$ cat src/rtl/sqrt_pipelined_exact_if.sv
// Valid/ready stream bundle for the pipelined square root: radicand+tag in, root+remainder+tag out.
// The slave modport is the square-root block; the master modport is whoever feeds and drains it.
interface sqrt_pipelined_exact_if #(
  parameter int BITS = 32,
  parameter int FRAC = 0,
  parameter int TAGW = 8
);
  localparam int RW = BITS / 2 + FRAC;

  logic            in_valid;
  logic            in_ready;
  logic [BITS-1:0] in_x;
  logic [TAGW-1:0] in_tag;
  logic            out_valid;
  logic            out_ready;
  logic [RW-1:0]   out_sqrt;
  logic [RW:0]     out_rem;
  logic [TAGW-1:0] out_tag;

  modport master (
    output in_valid, in_x, in_tag, out_ready,
    input  in_ready, out_valid, out_sqrt, out_rem, out_tag
  );

  modport slave (
    input  in_valid, in_x, in_tag, out_ready,
    output in_ready, out_valid, out_sqrt, out_rem, out_tag
  );
endinterface

$ cat src/rtl/sqrt_pipelined_exact.sv
// Fully pipelined restoring square root: one root bit per iteration, REG_EVERY iterations per
// register stage, exact floor(sqrt(x*4^FRAC)) plus remainder, tag carried in lockstep.
module sqrt_pipelined_exact #(
  parameter int BITS      = 32,
  parameter int FRAC      = 0,
  parameter int REG_EVERY = 1,
  parameter int TAGW      = 8
) (
  input logic                   clk,
  input logic                   rst_n,
  sqrt_pipelined_exact_if.slave bus
);
  localparam int RW   = BITS / 2 + FRAC;
  localparam int RADW = 2 * RW;
  localparam int LAT  = (RW + REG_EVERY - 1) / REG_EVERY;
  localparam int STW  = RW + (RW + 2) + RADW;

  // Runs the iterations belonging to one stage; iterations past RW (short last stage) pass through.
  function automatic logic [STW-1:0] sqrtStage(
    input logic [RW-1:0]   qIn,
    input logic [RW+1:0]   rIn,
    input logic [RADW-1:0] radIn,
    input int              first
  );
    logic [RW-1:0]   q;
    logic [RW+1:0]   r;
    logic [RW+1:0]   rp;
    logic [RW+1:0]   t;
    logic [RADW-1:0] rad;
    q   = qIn;
    r   = rIn;
    rad = radIn;
    rp  = '0;
    t   = '0;
    for (int k = 0; k < REG_EVERY; k++) begin
      if (first + k < RW) begin
        rp  = {r[RW-1:0], rad[RADW-1 -: 2]};
        t   = {q, 2'b01};
        rad = rad << 2;
        if (rp >= t) begin
          r = rp - t;
          q = {q[RW-2:0], 1'b1};
        end else begin
          r = rp;
          q = {q[RW-2:0], 1'b0};
        end
      end
    end
    return {q, r, rad};
  endfunction

  logic [LAT-1:0]  r_valid;
  logic [TAGW-1:0] r_tag [LAT];
  logic [RW-1:0]   r_q   [LAT];
  logic [RW+1:0]   r_r   [LAT];
  logic [RADW-1:0] r_rad [LAT];

  logic [LAT-1:0]  w_srcValid;
  logic [TAGW-1:0] w_srcTag [LAT];
  logic [RW-1:0]   w_srcQ   [LAT];
  logic [RW+1:0]   w_srcR   [LAT];
  logic [RADW-1:0] w_srcRad [LAT];
  logic [RW-1:0]   w_nxQ    [LAT];
  logic [RW+1:0]   w_nxR    [LAT];
  logic [RADW-1:0] w_nxRad  [LAT];

  logic w_stall;
  logic w_unused;

  assign w_stall     = r_valid[LAT-1] & ~bus.out_ready;
  assign bus.in_ready = ~w_stall;

  always_comb begin
    w_srcValid[0] = bus.in_valid;
    w_srcTag[0]   = bus.in_tag;
    w_srcQ[0]     = '0;
    w_srcR[0]     = '0;
    w_srcRad[0]   = RADW'(bus.in_x) << (2 * FRAC);
    for (int s = 1; s < LAT; s++) begin
      w_srcValid[s] = r_valid[s-1];
      w_srcTag[s]   = r_tag[s-1];
      w_srcQ[s]     = r_q[s-1];
      w_srcR[s]     = r_r[s-1];
      w_srcRad[s]   = r_rad[s-1];
    end
    for (int s = 0; s < LAT; s++) begin
      {w_nxQ[s], w_nxR[s], w_nxRad[s]} =
        sqrtStage(w_srcQ[s], w_srcR[s], w_srcRad[s], s * REG_EVERY);
    end
  end

  // Every stage, empty or not, shifts together unless the output is blocked.
  always_ff @(posedge clk) begin
    if (!rst_n) begin
      r_valid <= '0;
    end else if (!w_stall) begin
      r_valid <= w_srcValid;
      for (int s = 0; s < LAT; s++) begin
        r_tag[s] <= w_srcTag[s];
        r_q[s]   <= w_nxQ[s];
        r_r[s]   <= w_nxR[s];
        r_rad[s] <= w_nxRad[s];
      end
    end
  end

  assign bus.out_valid = r_valid[LAT-1];
  assign bus.out_sqrt  = r_valid[LAT-1] ? r_q[LAT-1]       : '0;
  assign bus.out_rem   = r_valid[LAT-1] ? r_r[LAT-1][RW:0] : '0;
  assign bus.out_tag   = r_valid[LAT-1] ? r_tag[LAT-1]     : '0;

  // The remainder's spare top bit and the fully consumed radicand never reach the output.
  assign w_unused = ^{r_r[LAT-1][RW+1], r_rad[LAT-1]};
endmodule

$ cat src/flat_wrapper.sv
// flat-port wrapper written by rule: the top's interface ports become plain ports
module sqrt_pipelined_exact_flat 
#(
  parameter int BITS      = 32,
  parameter int FRAC      = 0,
  parameter int REG_EVERY = 1,
  parameter int TAGW      = 8
)
  (clk, rst_n, bus_in_valid, bus_in_x, bus_in_tag, bus_out_ready, bus_in_ready, bus_out_valid, bus_out_sqrt, bus_out_rem, bus_out_tag);
  sqrt_pipelined_exact_if #(.BITS(BITS), .FRAC(FRAC), .TAGW(TAGW)) bus_i ();
  input logic clk;
  input logic rst_n;
  input wire logic [$bits(bus_i.in_valid)-1:0] bus_in_valid;
  input wire logic [$bits(bus_i.in_x)-1:0] bus_in_x;
  input wire logic [$bits(bus_i.in_tag)-1:0] bus_in_tag;
  input wire logic [$bits(bus_i.out_ready)-1:0] bus_out_ready;
  output wire logic [$bits(bus_i.in_ready)-1:0] bus_in_ready;
  output wire logic [$bits(bus_i.out_valid)-1:0] bus_out_valid;
  output wire logic [$bits(bus_i.out_sqrt)-1:0] bus_out_sqrt;
  output wire logic [$bits(bus_i.out_rem)-1:0] bus_out_rem;
  output wire logic [$bits(bus_i.out_tag)-1:0] bus_out_tag;
  assign bus_i.in_valid = bus_in_valid;
  assign bus_i.in_x = bus_in_x;
  assign bus_i.in_tag = bus_in_tag;
  assign bus_i.out_ready = bus_out_ready;
  assign bus_in_ready = bus_i.in_ready;
  assign bus_out_valid = bus_i.out_valid;
  assign bus_out_sqrt = bus_i.out_sqrt;
  assign bus_out_rem = bus_i.out_rem;
  assign bus_out_tag = bus_i.out_tag;
  sqrt_pipelined_exact #(.BITS(BITS), .FRAC(FRAC), .REG_EVERY(REG_EVERY), .TAGW(TAGW)) u_core (.clk(clk), .rst_n(rst_n), .bus(bus_i));
endmodule
$ cat config.mk
export PLATFORM = sky130hd
export DESIGN_NAME = sqrt_pipelined_exact_flat
export DESIGN_NICKNAME = d
export VERILOG_FILES = /design/src/rtl/sqrt_pipelined_exact_if.sv /design/src/rtl/sqrt_pipelined_exact.sv /design/src/flat_wrapper.sv
export SDC_FILE = /design/constraint.sdc
export NUM_CORES = 1
export LEC_CHECK = 0
export BUFFER_PORTS_ARGS = -buffer_cell sky130_fd_sc_hd__buf_2
export CAP_MARGIN = 20
export CORE_UTILIZATION = 45
export CTS_BUF_LIST = sky130_fd_sc_hd__clkbuf_2
export DETAILED_ROUTE_END_ITERATION = 12
export GPL_ROUTABILITY_DRIVEN = 0
export PLACE_DENSITY = 0.7
export SYNTH_ARGS = -nofsm -noshare
export SYNTH_HDL_FRONTEND = slang
export SYNTH_SLANG_ARGS = --single-unit
export TNS_END_PERCENT = 100
$ cat constraint.sdc
create_clock -name clk -period 23.6 [get_ports clk]
set_clock_uncertainty 0.15 [all_clocks]
set_input_delay 4.72 -clock clk [delete_from_list [all_inputs] [get_ports clk]]
set_output_delay 4.72 -clock clk [all_outputs]
set_load 0.01 [all_outputs]
# Yosys cells after proc, flatten, opt, wreduce, memory -nomap -nowiden
# Memory sizes are Yosys's and may differ from the RTL's.
# Cells that the tools add are included.
# op_classes
mux	38
n_lt_le_gt_ge	16
n_addsub	16
bitwise_logic	3
# ops
cell	count
$mux 18	16
$ge 18x18->1	15
$sub 18x18->18	15
$mux 1	19
$mux 17	1
$mux 16	1
$mux 8	1
$sub 2x1->3 const B	1
$ge 2x1->1 const B	1
$not 1->1	2
$and 1x1->1	1
# totals
in_bits	44
n_memories	4
ff_bits	16
word_cells	78
ramBits	1152
out_inout_bits	43
# memory_table
memory	words	width	rd	rd_clocked_by_memory_dff	write_ports	line	text
u_core.r_rad	16	30	15	0	16	sqrt_pipelined_exact.sv:56	logic [RADW-1:0] r_rad [LAT];
u_core.r_r	16	18	16	0	16	sqrt_pipelined_exact.sv:55	logic [RW+1:0] r_r [LAT];
u_core.r_q	16	16	16	0	16	sqrt_pipelined_exact.sv:54	logic [RW-1:0] r_q [LAT];
u_core.r_tag	16	8	16	0	16	sqrt_pipelined_exact.sv:53	logic [TAGW-1:0] r_tag [LAT];

# Longest topological paths before layout
# logic_depth
ltp_word	5
mapped_depth	11
ltp_nobuf	10

# Worst setup path before layout
# OpenSTA, ideal clock, no wires.
# synth_timing
path_type	input to register
start	input port bus_out_ready
end	memory u_core.r_q[0][0] in the netlist's numbering (enable)
slack_ps	62
t_arrival_ps	22181
path_stages	5
n_path_buf	2
t_required_ps	22243
setup_time_ps	1207
cell_sequence	nor2b_1 -> clkbuf_1 -> clkinv_1 -> clkbuf_1 -> and2_1
# synth_lines
item	line	text
start, declared	flat_wrapper.sv:16	input wire logic [$bits(bus_i.out_ready)-1:0] bus_out_ready;
end, declared	sqrt_pipelined_exact.sv:54	

# Worst setup path after layout
# layout_timing
start	input port bus_out_ready
end	output port bus_in_ready
# layout_via
elab_chain_len	3
# layout_lines
item	line	text
$not 1->1	sqrt_pipelined_exact.sv:70	assign w_stall = r_valid[LAT-1] & ~bus.out_ready;
$and 1x1->1	sqrt_pipelined_exact.sv:70	
$not 1->1	sqrt_pipelined_exact.sv:71	assign bus.in_ready = ~w_stall;
end, declared	flat_wrapper.sv:17	output wire logic [$bits(bus_i.in_ready)-1:0] bus_in_ready;
# Every way passes these cells.

==> summary.txt <==
share of post-route cells with drive strength above 1: 16.3%
switching share of power: 28.4%
Worst EP arrival: 6620 ps
IO Port Bufs: 86
CP dominant cell by count: buf_2
unique cell type count in the Yosys netlist: 83
post-DP HPWL: 35,300 microns
Synth-to-Final Area Change: 9.65%
worst reg-to-reg path cell count: 6
TritonCTS clock tree: built
P_sw: 0.000892 W
Vias: 19,100
ys flop type: edfxtp_1
startpoint types: input pin
critical path peak fanout: 17
row cnt: 99
Clock Latency Late Sink: 1320 ps
final setup violation count: 0
Clk network pwr share: 25.8%
Post-synth EDFFs: 745
synthesized area per cell: 14.0 sq um
Tmin final: 11,490 ps
Die ar.: 0.0748 sq mm
hold path depth: 0
commonest non-fill, non-tap cell in the layout: edfxtp_1
Cell Int Power: 0.00225 W
Max Cap Violations: 0
combinational share of power: 18.5%
DR vias/cell: 5.15
Reg-to-Reg End: u_core.r_r[0][79]
Root Driver: clkbuf_2
PwrDens: 86.4 mW/mm^2
most frequent cells in the layout: edfxtp_1, clkbuf_2, inv_1, nand2_1, ha_1
simple-gate area share of the yosys netlist: 8.41%
final net count: 2,804
YS warnings: 0
mux contribution to synthesized area: 1.84%
Final Max Tran Viols: 0
Reg power frac: 55.7%
asr flop ratio synth: 0%
Critical path buffers and inverters: 3
post-cts resize count: 0
status: finished clean
DR pass1 iterations: 5
Initial Util: 45.5%
Longest Clk Path Bufs: 3
CP peak stage delay: 810 ps
CP Data Required Time: 18,730 ps
Reg2Reg Setup Slack: 17,780 ps
ANT nets after route: 0
DR DRC count: 0
pin count of the biggest net entering global routing: 236
CP max stage cell: nor2b_1
Die Y: 274 microns
worst path cell trace: buf_2 -> nor2b_1 -> clkinv_1 -> buf_2
HP Start: u_core.r_rad[0][235]
postcts setup bufs: 0
worst setup margin: 12,110 ps
slew at the pin closest to its max-slew limit: 1230 ps
vias in the first global route: 19,500
Hold Crit Class: flip-flop to flip-flop
Worst setup EP type: output port
CTS sink count: 761
hold_buf cts: 0
RSZ-0062 raised after global routing: false
Leakage: 14.2 nW
xor/xnor cell area share of the yosys netlist: 4.46%
Routed WL per cell: 14.4 microns
critical path's top delay family: buffers and inverters
Post-Route WL: 53,100 microns
largest family of logic cells by synthesized area: compound AO/OA/AOI/OAI gates
Synthesized Nets: 2,561
Post-Syn Area: 0.0332 sq mm
Worst R2R Start: u_core.r_valid[15]
Final period util: 48.7%
grt total ovfl: 0
Synth Area in Compound Gates: 8.58%
Seq/Total Area, Yosys: 68.4%
chip width: 274 microns
Pwr Total: 0.00314 W
Setup TNS Final: 0 ps
initial antenna violation count: 1
peak supply drop: 41.7 uV
Tot GR Track Use: 14.3%
final-report hold violation count: 0
Post-Synth Adder-Cell Area: 5.81%
#FFs+latches synth: 761
worst setup path class: input pin to output port
Worst-path clk slew: 90 ps
Core Box Area: 0.0730 sq mm
cells after synthesis: 2,363
CTS H-tree lvls: 4
slew margin rel.: 18.2%
Initial DRC Count: 1,206
Hold Crit Endpoint: u_core.r_rad[1][27]
total CTS buffers: 182
io pins: 87
first-pass GRT wire length: 87,600 microns
worst slack, placed: 12,200 ps
f_max: 0.0870 GHz
cells by family (layout without fill, tap and decap cells):
group                      count (synthesis)  count (layout)
AOI/OAI and AO/OA                        449             449
DFF                                      761             761
and+or+nand+nor                          561             561
xor gates and xnor gates                 169             169
adders and majority gates                154             154
other                                      1               3
buffers and inverters                    215             588
muxes                                     53              53
layout make-up:
cell class	count	area [sq um]
antenna	2	5.00
clock buffer	266	1330
clock inverter	48	285
fill	6079	36600
inverter	180	676
multi-input combinational	1387	9670
sequential	761	22700
tap	959	1200
timing repair buffer	94	536
metrics by stage:
step / std cells / cell area, sq um / hold slack [ps] / util [%]
global route: 3697 / 36400 / 192 / 49.9
detailed placement: 3379 / 34700 / 255 / 47.6
floorplan: 2363 / 33200 / 250 / -
global placement: 3379 / 34700 / 250 / 47.6
CTS: 3693 / 36400 / 187 / 49.8
finish: 3697 / 36400 / 202 / 49.9
power groups by stage:
stage                     Combinational (W)  Clock, W  Sequential [W]
after global routing               0.000643  0.000924         0.00177
after global placement             0.000537         0         0.00177
after CTS                          0.000573  0.000857         0.00175
after floorplan                    0.000459         0         0.00180
final                              0.000581  0.000812         0.00175
after detailed placement           0.000570         0         0.00178
cells in the mapped netlist (3+ instances only):
master | count | area [sq um]
edfxtp_1 | 745 | 22400
inv_1 | 177 | 664
nand2_1 | 164 | 616
ha_1 | 154 | 1930
o21ai_0 | 131 | 656
nor2_1 | 126 | 473
a21oi_1 | 106 | 531
xor2_1 | 91 | 797
xnor2_1 | 78 | 683
and2_1 | 52 | 325
nor3_1 | 45 | 225
a21o_1 | 41 | 308
mux2_2 | 36 | 405
o21a_1 | 34 | 255
or3_1 | 29 | 181
nand3_1 | 26 | 130
clkbuf_1 | 24 | 90.1
nand2b_1 | 21 | 131
nor2b_1 | 21 | 131
a21boi_0 | 20 | 150
a211oi_1 | 16 | 120
dfxtp_1 | 16 | 320
nor4_1 | 14 | 87.6
o31ai_1 | 14 | 105
nand4_1 | 13 | 81.3
a31oi_1 | 12 | 75.1
or4_1 | 12 | 90.1
mux2i_1 | 10 | 100
o211ai_1 | 10 | 75.1
o31a_1 | 10 | 87.6
and3_1 | 9 | 56.3
o22ai_1 | 8 | 50.1
mux2_4 | 7 | 105
o21bai_1 | 7 | 52.6
buf_2 | 6 | 30.0
or2_2 | 6 | 37.5
nand3b_1 | 5 | 37.5
a311oi_1 | 4 | 35.0
nor4b_1 | 4 | 35.0
o311ai_0 | 4 | 35.0
a2111oi_0 | 3 | 26.3
o2111ai_1 | 3 | 26.3
per-layer routing:
layer	GRT usage [%]	vias up	wire, microns
met2	25.3	516	27600
met3	4.17	165	2650
met4	7.95	0	1810
met5	0	-	0
li1	-	9383	-
met1	15.2	8987	21000
flip-flops by register name, indices dropped and copies added (netlist names):
name            cells
u_core.r_r        241
u_core.r_rad      240
u_core.r_q        136
u_core.r_tag      128
u_core.r_valid     16
worst max-delay path by stage:
stage                       start               end  slack, ps  depth (start not counted)
finish              bus_out_ready      bus_in_ready      12110                          4
global route        bus_out_ready      bus_in_ready      11960                          4
CTS                 bus_out_ready      bus_in_ready      12180                          4
detailed placement  bus_out_ready      bus_in_ready      12200                          4
global placement    bus_out_ready      bus_in_ready      12290                          4
floorplan           bus_out_ready  u_core.r_q[0][0]         60                          5
(Power assumes the default switching activity.)
